### config.mk
export PLATFORM = sky130hd
export DESIGN_NAME = trap_control_fsm_flat
export DESIGN_NICKNAME = d
export VERILOG_FILES = /design/src/rtl/trap_control_fsm_if.sv /design/src/rtl/trap_control_fsm.sv /design/src/flat_wrapper.sv
export SDC_FILE = /design/constraint.sdc
export NUM_CORES = 1
export LEC_CHECK = 0
export BUFFER_PORTS_ARGS = -buffer_cell sky130_fd_sc_hd__buf_2
export CAP_MARGIN = 30
export CORE_ASPECT_RATIO = 2
export CORE_MARGIN = 5
export CORE_UTILIZATION = 50
export DETAILED_ROUTE_END_ITERATION = 8
export PLACE_DENSITY = 0.82
export REMOVE_ABC_BUFFERS = 1
export SYNTH_ARGS = -nofsm -noshare
export SYNTH_HDL_FRONTEND = slang
export SYNTH_SLANG_ARGS = --single-unit
### constraint.sdc
create_clock -name clk_in -period 3.55 [get_ports clk_in]
set_clock_uncertainty 0.1 [all_clocks]
set_input_delay 0.355 -clock clk_in [delete_from_list [all_inputs] [get_ports clk_in]]
set_output_delay 0.355 -clock clk_in [all_outputs]
set_load 0.01 [all_outputs]
### src/rtl/trap_control_fsm_if.sv
// rtl/trap_control_fsm_if.sv - stage-2 trap sequencer signal bundle (decoder/IRQ side in, trap control out)
interface trap_control_fsm_if #(
    parameter int XLEN = 32
);
    logic            instr_valid_in;
    logic [XLEN-1:0] pc_in;
    logic            illegal_instr_in;
    logic            misaligned_instr_in;
    logic            misaligned_load_in;
    logic            misaligned_store_in;
    logic            ecall_in;
    logic            ebreak_in;
    logic            mret_in;
    logic            wfi_in;
    logic            mie_in;
    logic            meie_in;
    logic            mtie_in;
    logic            ext_irq_in;
    logic            timer_irq_in;

    logic            trap_taken_out;
    logic            flush_out;
    logic            stall_out;
    logic [1:0]      pc_src_out;
    logic [XLEN-1:0] mepc_out;
    logic [XLEN-1:0] mcause_out;
    logic            mepc_wr_en_out;
    logic            mcause_wr_en_out;
    logic            mie_clear_out;
    logic            mie_set_out;

    modport master (
        output instr_valid_in, pc_in, illegal_instr_in, misaligned_instr_in,
               misaligned_load_in, misaligned_store_in, ecall_in, ebreak_in,
               mret_in, wfi_in, mie_in, meie_in, mtie_in, ext_irq_in, timer_irq_in,
        input  trap_taken_out, flush_out, stall_out, pc_src_out, mepc_out, mcause_out,
               mepc_wr_en_out, mcause_wr_en_out, mie_clear_out, mie_set_out
    );

    modport slave (
        input  instr_valid_in, pc_in, illegal_instr_in, misaligned_instr_in,
               misaligned_load_in, misaligned_store_in, ecall_in, ebreak_in,
               mret_in, wfi_in, mie_in, meie_in, mtie_in, ext_irq_in, timer_irq_in,
        output trap_taken_out, flush_out, stall_out, pc_src_out, mepc_out, mcause_out,
               mepc_wr_en_out, mcause_wr_en_out, mie_clear_out, mie_set_out
    );
endinterface

### src/rtl/trap_control_fsm.sv
// rtl/trap_control_fsm.sv - machine-mode trap/MRET/WFI sequencer with registered Moore outputs
module trap_control_fsm #(
    parameter int XLEN       = 32,
    parameter int RESET_HOLD = 2
) (
    input logic               clk_in,
    input logic               rst_n_in,
    trap_control_fsm_if.slave bus
);
    typedef enum logic [2:0] {
        ST_RESET, ST_OPERATING, ST_TRAP_TAKEN, ST_TRAP_RETURN, ST_WAIT_IRQ
    } state_t;

    localparam int HW = (RESET_HOLD > 1) ? $clog2(RESET_HOLD) : 1;
    localparam logic [HW-1:0] HOLD_LAST = HW'(RESET_HOLD - 1);

    state_t          r_state;
    logic [HW-1:0]   r_hold_cnt;
    logic            r_trap_taken, r_flush, r_stall, r_mepc_wr, r_mcause_wr, r_mie_clear, r_mie_set;
    logic [1:0]      r_pc_src;
    logic [XLEN-1:0] r_mepc, r_mcause;

    state_t          w_next;
    logic            w_exc, w_irq_ext, w_irq_tmr, w_irq_any, w_cap, w_cap_irq;
    logic [3:0]      w_exc_code, w_irq_code, w_cap_code;
    logic [XLEN-1:0] w_cap_pc, w_pc_plus4;

    assign w_irq_ext  = bus.ext_irq_in & bus.meie_in;
    assign w_irq_tmr  = bus.timer_irq_in & bus.mtie_in;
    assign w_irq_any  = w_irq_ext | w_irq_tmr;
    assign w_irq_code = w_irq_ext ? 4'd11 : 4'd7;
    assign w_pc_plus4 = bus.pc_in + XLEN'(4);

    // Synchronous exceptions in fixed priority; first match supplies the cause code
    always_comb begin
        w_exc      = 1'b1;
        w_exc_code = 4'd0;
        if (bus.misaligned_instr_in)      w_exc_code = 4'd0;
        else if (bus.illegal_instr_in)    w_exc_code = 4'd2;
        else if (bus.ebreak_in)           w_exc_code = 4'd3;
        else if (bus.ecall_in)            w_exc_code = 4'd11;
        else if (bus.misaligned_load_in)  w_exc_code = 4'd4;
        else if (bus.misaligned_store_in) w_exc_code = 4'd6;
        else                              w_exc      = 1'b0;
    end

    always_comb begin
        w_next     = r_state;
        w_cap      = 1'b0;
        w_cap_irq  = 1'b0;
        w_cap_code = 4'd0;
        w_cap_pc   = bus.pc_in;
        case (r_state)
            ST_RESET: if (r_hold_cnt == HOLD_LAST) w_next = ST_OPERATING;
            ST_OPERATING: begin
                if (bus.instr_valid_in) begin
                    if (w_exc) begin
                        w_cap      = 1'b1;
                        w_cap_code = w_exc_code;
                    end else if (bus.mie_in && w_irq_any) begin
                        w_cap      = 1'b1;
                        w_cap_irq  = 1'b1;
                        w_cap_code = w_irq_code;
                    end else if (bus.mret_in) begin
                        w_next = ST_TRAP_RETURN;
                    end else if (bus.wfi_in) begin
                        w_next = ST_WAIT_IRQ;
                    end
                end
            end
            ST_TRAP_TAKEN, ST_TRAP_RETURN: w_next = ST_OPERATING;
            // Wake-up ignores MIE; only the trap decision depends on it
            ST_WAIT_IRQ: begin
                if (w_irq_any) begin
                    if (bus.mie_in) begin
                        w_cap      = 1'b1;
                        w_cap_irq  = 1'b1;
                        w_cap_code = w_irq_code;
                        w_cap_pc   = w_pc_plus4;
                    end else begin
                        w_next = ST_OPERATING;
                    end
                end
            end
            default: w_next = ST_RESET;
        endcase
        if (w_cap) w_next = ST_TRAP_TAKEN;
    end

    // Outputs are registered from the next state so they line up with r_state
    always_ff @(posedge clk_in or negedge rst_n_in) begin
        if (!rst_n_in) begin
            r_state      <= ST_RESET;
            r_hold_cnt   <= '0;
            r_trap_taken <= 1'b0;
            r_flush      <= 1'b1;
            r_stall      <= 1'b0;
            r_pc_src     <= 2'b00;
            r_mepc_wr    <= 1'b0;
            r_mcause_wr  <= 1'b0;
            r_mie_clear  <= 1'b0;
            r_mie_set    <= 1'b0;
            r_mepc       <= '0;
            r_mcause     <= '0;
        end else begin
            r_state      <= w_next;
            r_hold_cnt   <= (r_state == ST_RESET) ? r_hold_cnt + HW'(1) : '0;
            r_trap_taken <= (w_next == ST_TRAP_TAKEN);
            r_flush      <= (w_next == ST_RESET) || (w_next == ST_TRAP_TAKEN) || (w_next == ST_TRAP_RETURN);
            r_stall      <= (w_next == ST_WAIT_IRQ);
            r_mepc_wr    <= (w_next == ST_TRAP_TAKEN);
            r_mcause_wr  <= (w_next == ST_TRAP_TAKEN);
            r_mie_clear  <= (w_next == ST_TRAP_TAKEN);
            r_mie_set    <= (w_next == ST_TRAP_RETURN);
            case (w_next)
                ST_RESET:       r_pc_src <= 2'b00;
                ST_TRAP_TAKEN:  r_pc_src <= 2'b01;
                ST_TRAP_RETURN: r_pc_src <= 2'b10;
                default:        r_pc_src <= 2'b11;
            endcase
            if (w_cap) begin
                r_mepc   <= w_cap_pc;
                r_mcause <= {w_cap_irq, {(XLEN-5){1'b0}}, w_cap_code};
            end
        end
    end

    assign bus.trap_taken_out   = r_trap_taken;
    assign bus.flush_out        = r_flush;
    assign bus.stall_out        = r_stall;
    assign bus.pc_src_out       = r_pc_src;
    assign bus.mepc_out         = r_mepc;
    assign bus.mcause_out       = r_mcause;
    assign bus.mepc_wr_en_out   = r_mepc_wr;
    assign bus.mcause_wr_en_out = r_mcause_wr;
    assign bus.mie_clear_out    = r_mie_clear;
    assign bus.mie_set_out      = r_mie_set;
endmodule
### src/flat_wrapper.sv
// flat-port wrapper written by rule: the top's interface ports become plain ports
module trap_control_fsm_flat 
#(
    parameter int XLEN       = 32,
    parameter int RESET_HOLD = 2
)
  (clk_in, rst_n_in, bus_instr_valid_in, bus_pc_in, bus_illegal_instr_in, bus_misaligned_instr_in, bus_misaligned_load_in, bus_misaligned_store_in, bus_ecall_in, bus_ebreak_in, bus_mret_in, bus_wfi_in, bus_mie_in, bus_meie_in, bus_mtie_in, bus_ext_irq_in, bus_timer_irq_in, bus_trap_taken_out, bus_flush_out, bus_stall_out, bus_pc_src_out, bus_mepc_out, bus_mcause_out, bus_mepc_wr_en_out, bus_mcause_wr_en_out, bus_mie_clear_out, bus_mie_set_out);
  trap_control_fsm_if #(.XLEN(XLEN)) bus_i ();
  input logic clk_in;
  input logic rst_n_in;
  input wire logic [$bits(bus_i.instr_valid_in)-1:0] bus_instr_valid_in;
  input wire logic [$bits(bus_i.pc_in)-1:0] bus_pc_in;
  input wire logic [$bits(bus_i.illegal_instr_in)-1:0] bus_illegal_instr_in;
  input wire logic [$bits(bus_i.misaligned_instr_in)-1:0] bus_misaligned_instr_in;
  input wire logic [$bits(bus_i.misaligned_load_in)-1:0] bus_misaligned_load_in;
  input wire logic [$bits(bus_i.misaligned_store_in)-1:0] bus_misaligned_store_in;
  input wire logic [$bits(bus_i.ecall_in)-1:0] bus_ecall_in;
  input wire logic [$bits(bus_i.ebreak_in)-1:0] bus_ebreak_in;
  input wire logic [$bits(bus_i.mret_in)-1:0] bus_mret_in;
  input wire logic [$bits(bus_i.wfi_in)-1:0] bus_wfi_in;
  input wire logic [$bits(bus_i.mie_in)-1:0] bus_mie_in;
  input wire logic [$bits(bus_i.meie_in)-1:0] bus_meie_in;
  input wire logic [$bits(bus_i.mtie_in)-1:0] bus_mtie_in;
  input wire logic [$bits(bus_i.ext_irq_in)-1:0] bus_ext_irq_in;
  input wire logic [$bits(bus_i.timer_irq_in)-1:0] bus_timer_irq_in;
  output wire logic [$bits(bus_i.trap_taken_out)-1:0] bus_trap_taken_out;
  output wire logic [$bits(bus_i.flush_out)-1:0] bus_flush_out;
  output wire logic [$bits(bus_i.stall_out)-1:0] bus_stall_out;
  output wire logic [$bits(bus_i.pc_src_out)-1:0] bus_pc_src_out;
  output wire logic [$bits(bus_i.mepc_out)-1:0] bus_mepc_out;
  output wire logic [$bits(bus_i.mcause_out)-1:0] bus_mcause_out;
  output wire logic [$bits(bus_i.mepc_wr_en_out)-1:0] bus_mepc_wr_en_out;
  output wire logic [$bits(bus_i.mcause_wr_en_out)-1:0] bus_mcause_wr_en_out;
  output wire logic [$bits(bus_i.mie_clear_out)-1:0] bus_mie_clear_out;
  output wire logic [$bits(bus_i.mie_set_out)-1:0] bus_mie_set_out;
  assign bus_i.instr_valid_in = bus_instr_valid_in;
  assign bus_i.pc_in = bus_pc_in;
  assign bus_i.illegal_instr_in = bus_illegal_instr_in;
  assign bus_i.misaligned_instr_in = bus_misaligned_instr_in;
  assign bus_i.misaligned_load_in = bus_misaligned_load_in;
  assign bus_i.misaligned_store_in = bus_misaligned_store_in;
  assign bus_i.ecall_in = bus_ecall_in;
  assign bus_i.ebreak_in = bus_ebreak_in;
  assign bus_i.mret_in = bus_mret_in;
  assign bus_i.wfi_in = bus_wfi_in;
  assign bus_i.mie_in = bus_mie_in;
  assign bus_i.meie_in = bus_meie_in;
  assign bus_i.mtie_in = bus_mtie_in;
  assign bus_i.ext_irq_in = bus_ext_irq_in;
  assign bus_i.timer_irq_in = bus_timer_irq_in;
  assign bus_trap_taken_out = bus_i.trap_taken_out;
  assign bus_flush_out = bus_i.flush_out;
  assign bus_stall_out = bus_i.stall_out;
  assign bus_pc_src_out = bus_i.pc_src_out;
  assign bus_mepc_out = bus_i.mepc_out;
  assign bus_mcause_out = bus_i.mcause_out;
  assign bus_mepc_wr_en_out = bus_i.mepc_wr_en_out;
  assign bus_mcause_wr_en_out = bus_i.mcause_wr_en_out;
  assign bus_mie_clear_out = bus_i.mie_clear_out;
  assign bus_mie_set_out = bus_i.mie_set_out;
  trap_control_fsm #(.XLEN(XLEN), .RESET_HOLD(RESET_HOLD)) u_core (.clk_in(clk_in), .rst_n_in(rst_n_in), .bus(bus_i));
endmodule
==> results.cfg <==
[route]
drt_iter0_markers = 79
viasPerCell = 5.44
ant_nets = 0
wl_um = 7190
post_drt_wl_per_cell_um = 15.6
vias = 2515
firstDrtPassIters = 4
drcViolationCount = 0

[floorplan]
core_mm2 = 0.00547
dieWidth_um = 63.2
row_count = 38
io_pins = 121
start_util_pct = 51.7
die-height_um = 116
die_area_mm2 = 0.00735

[global_routing]
grt_use_total_pct = 19.5
grt_max_degree = 40
grt_pass1_vias = 2587
grtUsageMet3_pct = 3.95
grt_pass1_wl_um = 11500
busiest_layer = met2
use_met2_pct = 36.0
antenna_found_initial = 0
grt_remaining_overflow = 0
met1_usage_pct = 20.1

[critical_path]
critPathRequiredTime_ns = 3.67
start_kind = register
max_stage_delay_ns = 0.66
r2r-start = u_core.r_state[1]$_DFF_PN0_
cp_cell_sequence = and4bb_2 -> nor2_1 -> o2bb2ai_4 -> buf_4 -> nor2_1 -> a21oi_1
cpMostUsedCell = nor2_1
path_max_fanout = 34
rr_worst_depth = 6
critPathArrivalTime_ns = 2.59
r2r_slack_ns = 1.09
crit_slowest_cell = o2bb2ai_4
end_kind = register
worstSetupStartpoint = u_core.r_state[1]$_DFF_PN0_
cp-endpoint = u_core.bus.mepc_out[28]$_DFFE_PN0P_
crit_type = reg2reg
timing.rr.end = u_core.bus.mepc_out[28]$_DFFE_PN0P_

[clock_tree]
h-tree-depth = 2
cts-root-buf = clkbuf_8
cts_tree = built
clkLatencyLatePin_ns = 0.31
cts.sinks = 47
cts_setup_buffers = 0
numCtsBuffers = 5
path_clk_slew_ns = 0.10
cts_buffer_depth = 2

[synthesis]
async_reset_ff_share_pct = 100
syn-cell-area_mm2 = 0.00283
synth_ff_type = dfrtp_1
synth_area_leaders = dfrtp_1, buf_4, xnor2_1
synth_edf_count = 0
synthCells = 315
avgSynthCellArea_um2 = 8.98
ys_seq_area_share_pct = 41.6
synth_top_area_share_pct = 40.7
yosysTopAreaCell = dfrtp_1
synth_warnings = 0
synth.distinct_cells = 47
synth_seq_cells = 47

[final_layout]
layout-drive-gt1-share_pct = 29.4
final_common_cell = buf_2
finish.net_count = 450
multi_input_area_mm2 = 0.00144
area_growth_syn_to_layout_pct = 17.2
regArea_mm2 = 0.00118
fillers = 486
fin_util_pct = 60.6
stdcell_count = 462
insertedDiodeCount = 0
design_area_mm2 = 0.00332
final_cell_mix = buf_2, dfrtp_1, nor2_1

[status]
status = finished, final reports clean

[place]
routabilityCongestion = 0.883
io_buffers = 93
placed_area_mm2 = 0.00322
place_hpwl_um = 5670
dp.cells = 453
place_ws_ns = 1.09

[sta]
grt_setup_unrepaired = false
tightest_slew_ns = 0.766
finalSetupViolCount = 0
maxSlewHeadroom_pct = 48.8
layout_setup_ws_ns = 1.09
period_share_pct = 69.4
finalSetupTns_ns = 0
slew_violations = 0
period_needed_ns = 2.46
finalHoldViolCount = 0
fin_hold_ws_ns = 0.179
max_freq_ghz = 0.406

[run]
maxCapViolations = 0

[power_and_ir_drop]
ir_drop_uv = 480
powerDensity_mw_per_mm2 = 629
power_leakage_nw = 1.47
p_total_mw = 2.08

[hold_path]
hp-class = in2reg
==> state kept, by name (all words and copies together), names as in the netlist <==
signal	flops
u_core.bus.flush_out	1
u_core.bus.mcause_out	5
u_core.bus.mepc_out	32
u_core.bus.mie_set_out	1
u_core.bus.pc_src_out	2
u_core.bus.stall_out	1
u_core.bus.trap_taken_out	1
u_core.r_hold_cnt	1
u_core.r_state	3
==> synthesized netlist by cell type (2+ instances only) <==
cell,n
nor4_2,3
nor4b_1,2
a22o_1,2
nand2_1,19
o31ai_1,2
xor2_1,3
and3_1,4
nand4_2,2
xnor2_1,25
o21ai_0,5
a2bb2oi_1,2
dfrtp_1,46
nor4_1,7
a21oi_2,3
nor2_1,42
a21oi_1,30
buf_4,30
buf_6,2
nand3_1,11
inv_1,8
mux2_2,2
nor3_1,13
and4_1,4
and2_1,6
o211ai_1,3
nand4_1,8
clkbuf_1,6
a211oi_1,2
buf_2,5
==> worst min-delay path by stage <==
stage | startpoint | end | slack, ns | cells after the start
6_report | bus_pc_in[1] | u_core.bus.mepc_out[1]$_DFFE_PN0P_ | 0.18 | 2
5_1_grt | bus_pc_in[1] | u_core.bus.mepc_out[1]$_DFFE_PN0P_ | 0.18 | 2
4_1_cts | bus_pc_in[1] | u_core.bus.mepc_out[1]$_DFFE_PN0P_ | 0.17 | 2
3_5_place_dp | rst_n_in | u_core.bus.mepc_out[8]$_DFFE_PN0P_ | 0.13 | 1
3_3_place_gp | u_core.r_hold_cnt$_DFF_PN0_ | u_core.r_hold_cnt$_DFF_PN0_ | 0.32 | 1
2_1_floorplan | rst_n_in | u_core.bus.mcause_out[0]$_DFFE_PN0P_ | -0.04 | 0
==> per-layer routing <==
layer  part of all wire (%)  wire [µm]
met5                      0          0
met3                    6.6        477
met4                    3.5        249
met2                     56       3990
met1                     34       2470
==> power by group <==
| part | switching, mW | total [mW] | internal [mW] |
|---|---|---|---|
| Sequential | 0.134 | 0.900 | 0.766 |
| Combinational | 0.493 | 0.855 | 0.362 |
| Clock | 0.191 | 0.329 | 0.138 |
==> area by class of cell <==
type / count / share of cell area [%]
Clock buffer: 6 / 2.19
Tap cell: 60 / 2.26
Clock inverter: 2 / 0.377
Timing Repair Buffer: 97 / 15.4
Multi-Input combinational cell: 242 / 43.4
Inverter: 8 / 0.906
Sequential cell: 47 / 35.5
==> critical path: cells and delay by family, from the launching register on <==
kind | cells | cell delay (ns)
compound gates | 2 | 0.79
simple gates | 3 | 0.67
flops | 1 | 0.47
buf+inv | 1 | 0.33
==> kinds of logic after synthesis <==
group	after synthesis	synth area share, %
AND/OR/NAND/NOR	127	24.0
AO/OA/AOI/OAI	56	12.3
multiplexers	3	1.15
adder cells (fa/ha/maj)	1	0.442
buffers and inverters	52	11.7
XOR/XNOR	28	8.67
flip-flops	47	41.6
other	1	0.133
==> timing repair <==
action	CTS	global route
hold buffers	1	0
gates resized for setup	0	0
endpoints found under the hold margin	8	0
endpoints found under the setup margin	0	0
Note: power is estimated with default switching activity, not from simulation.
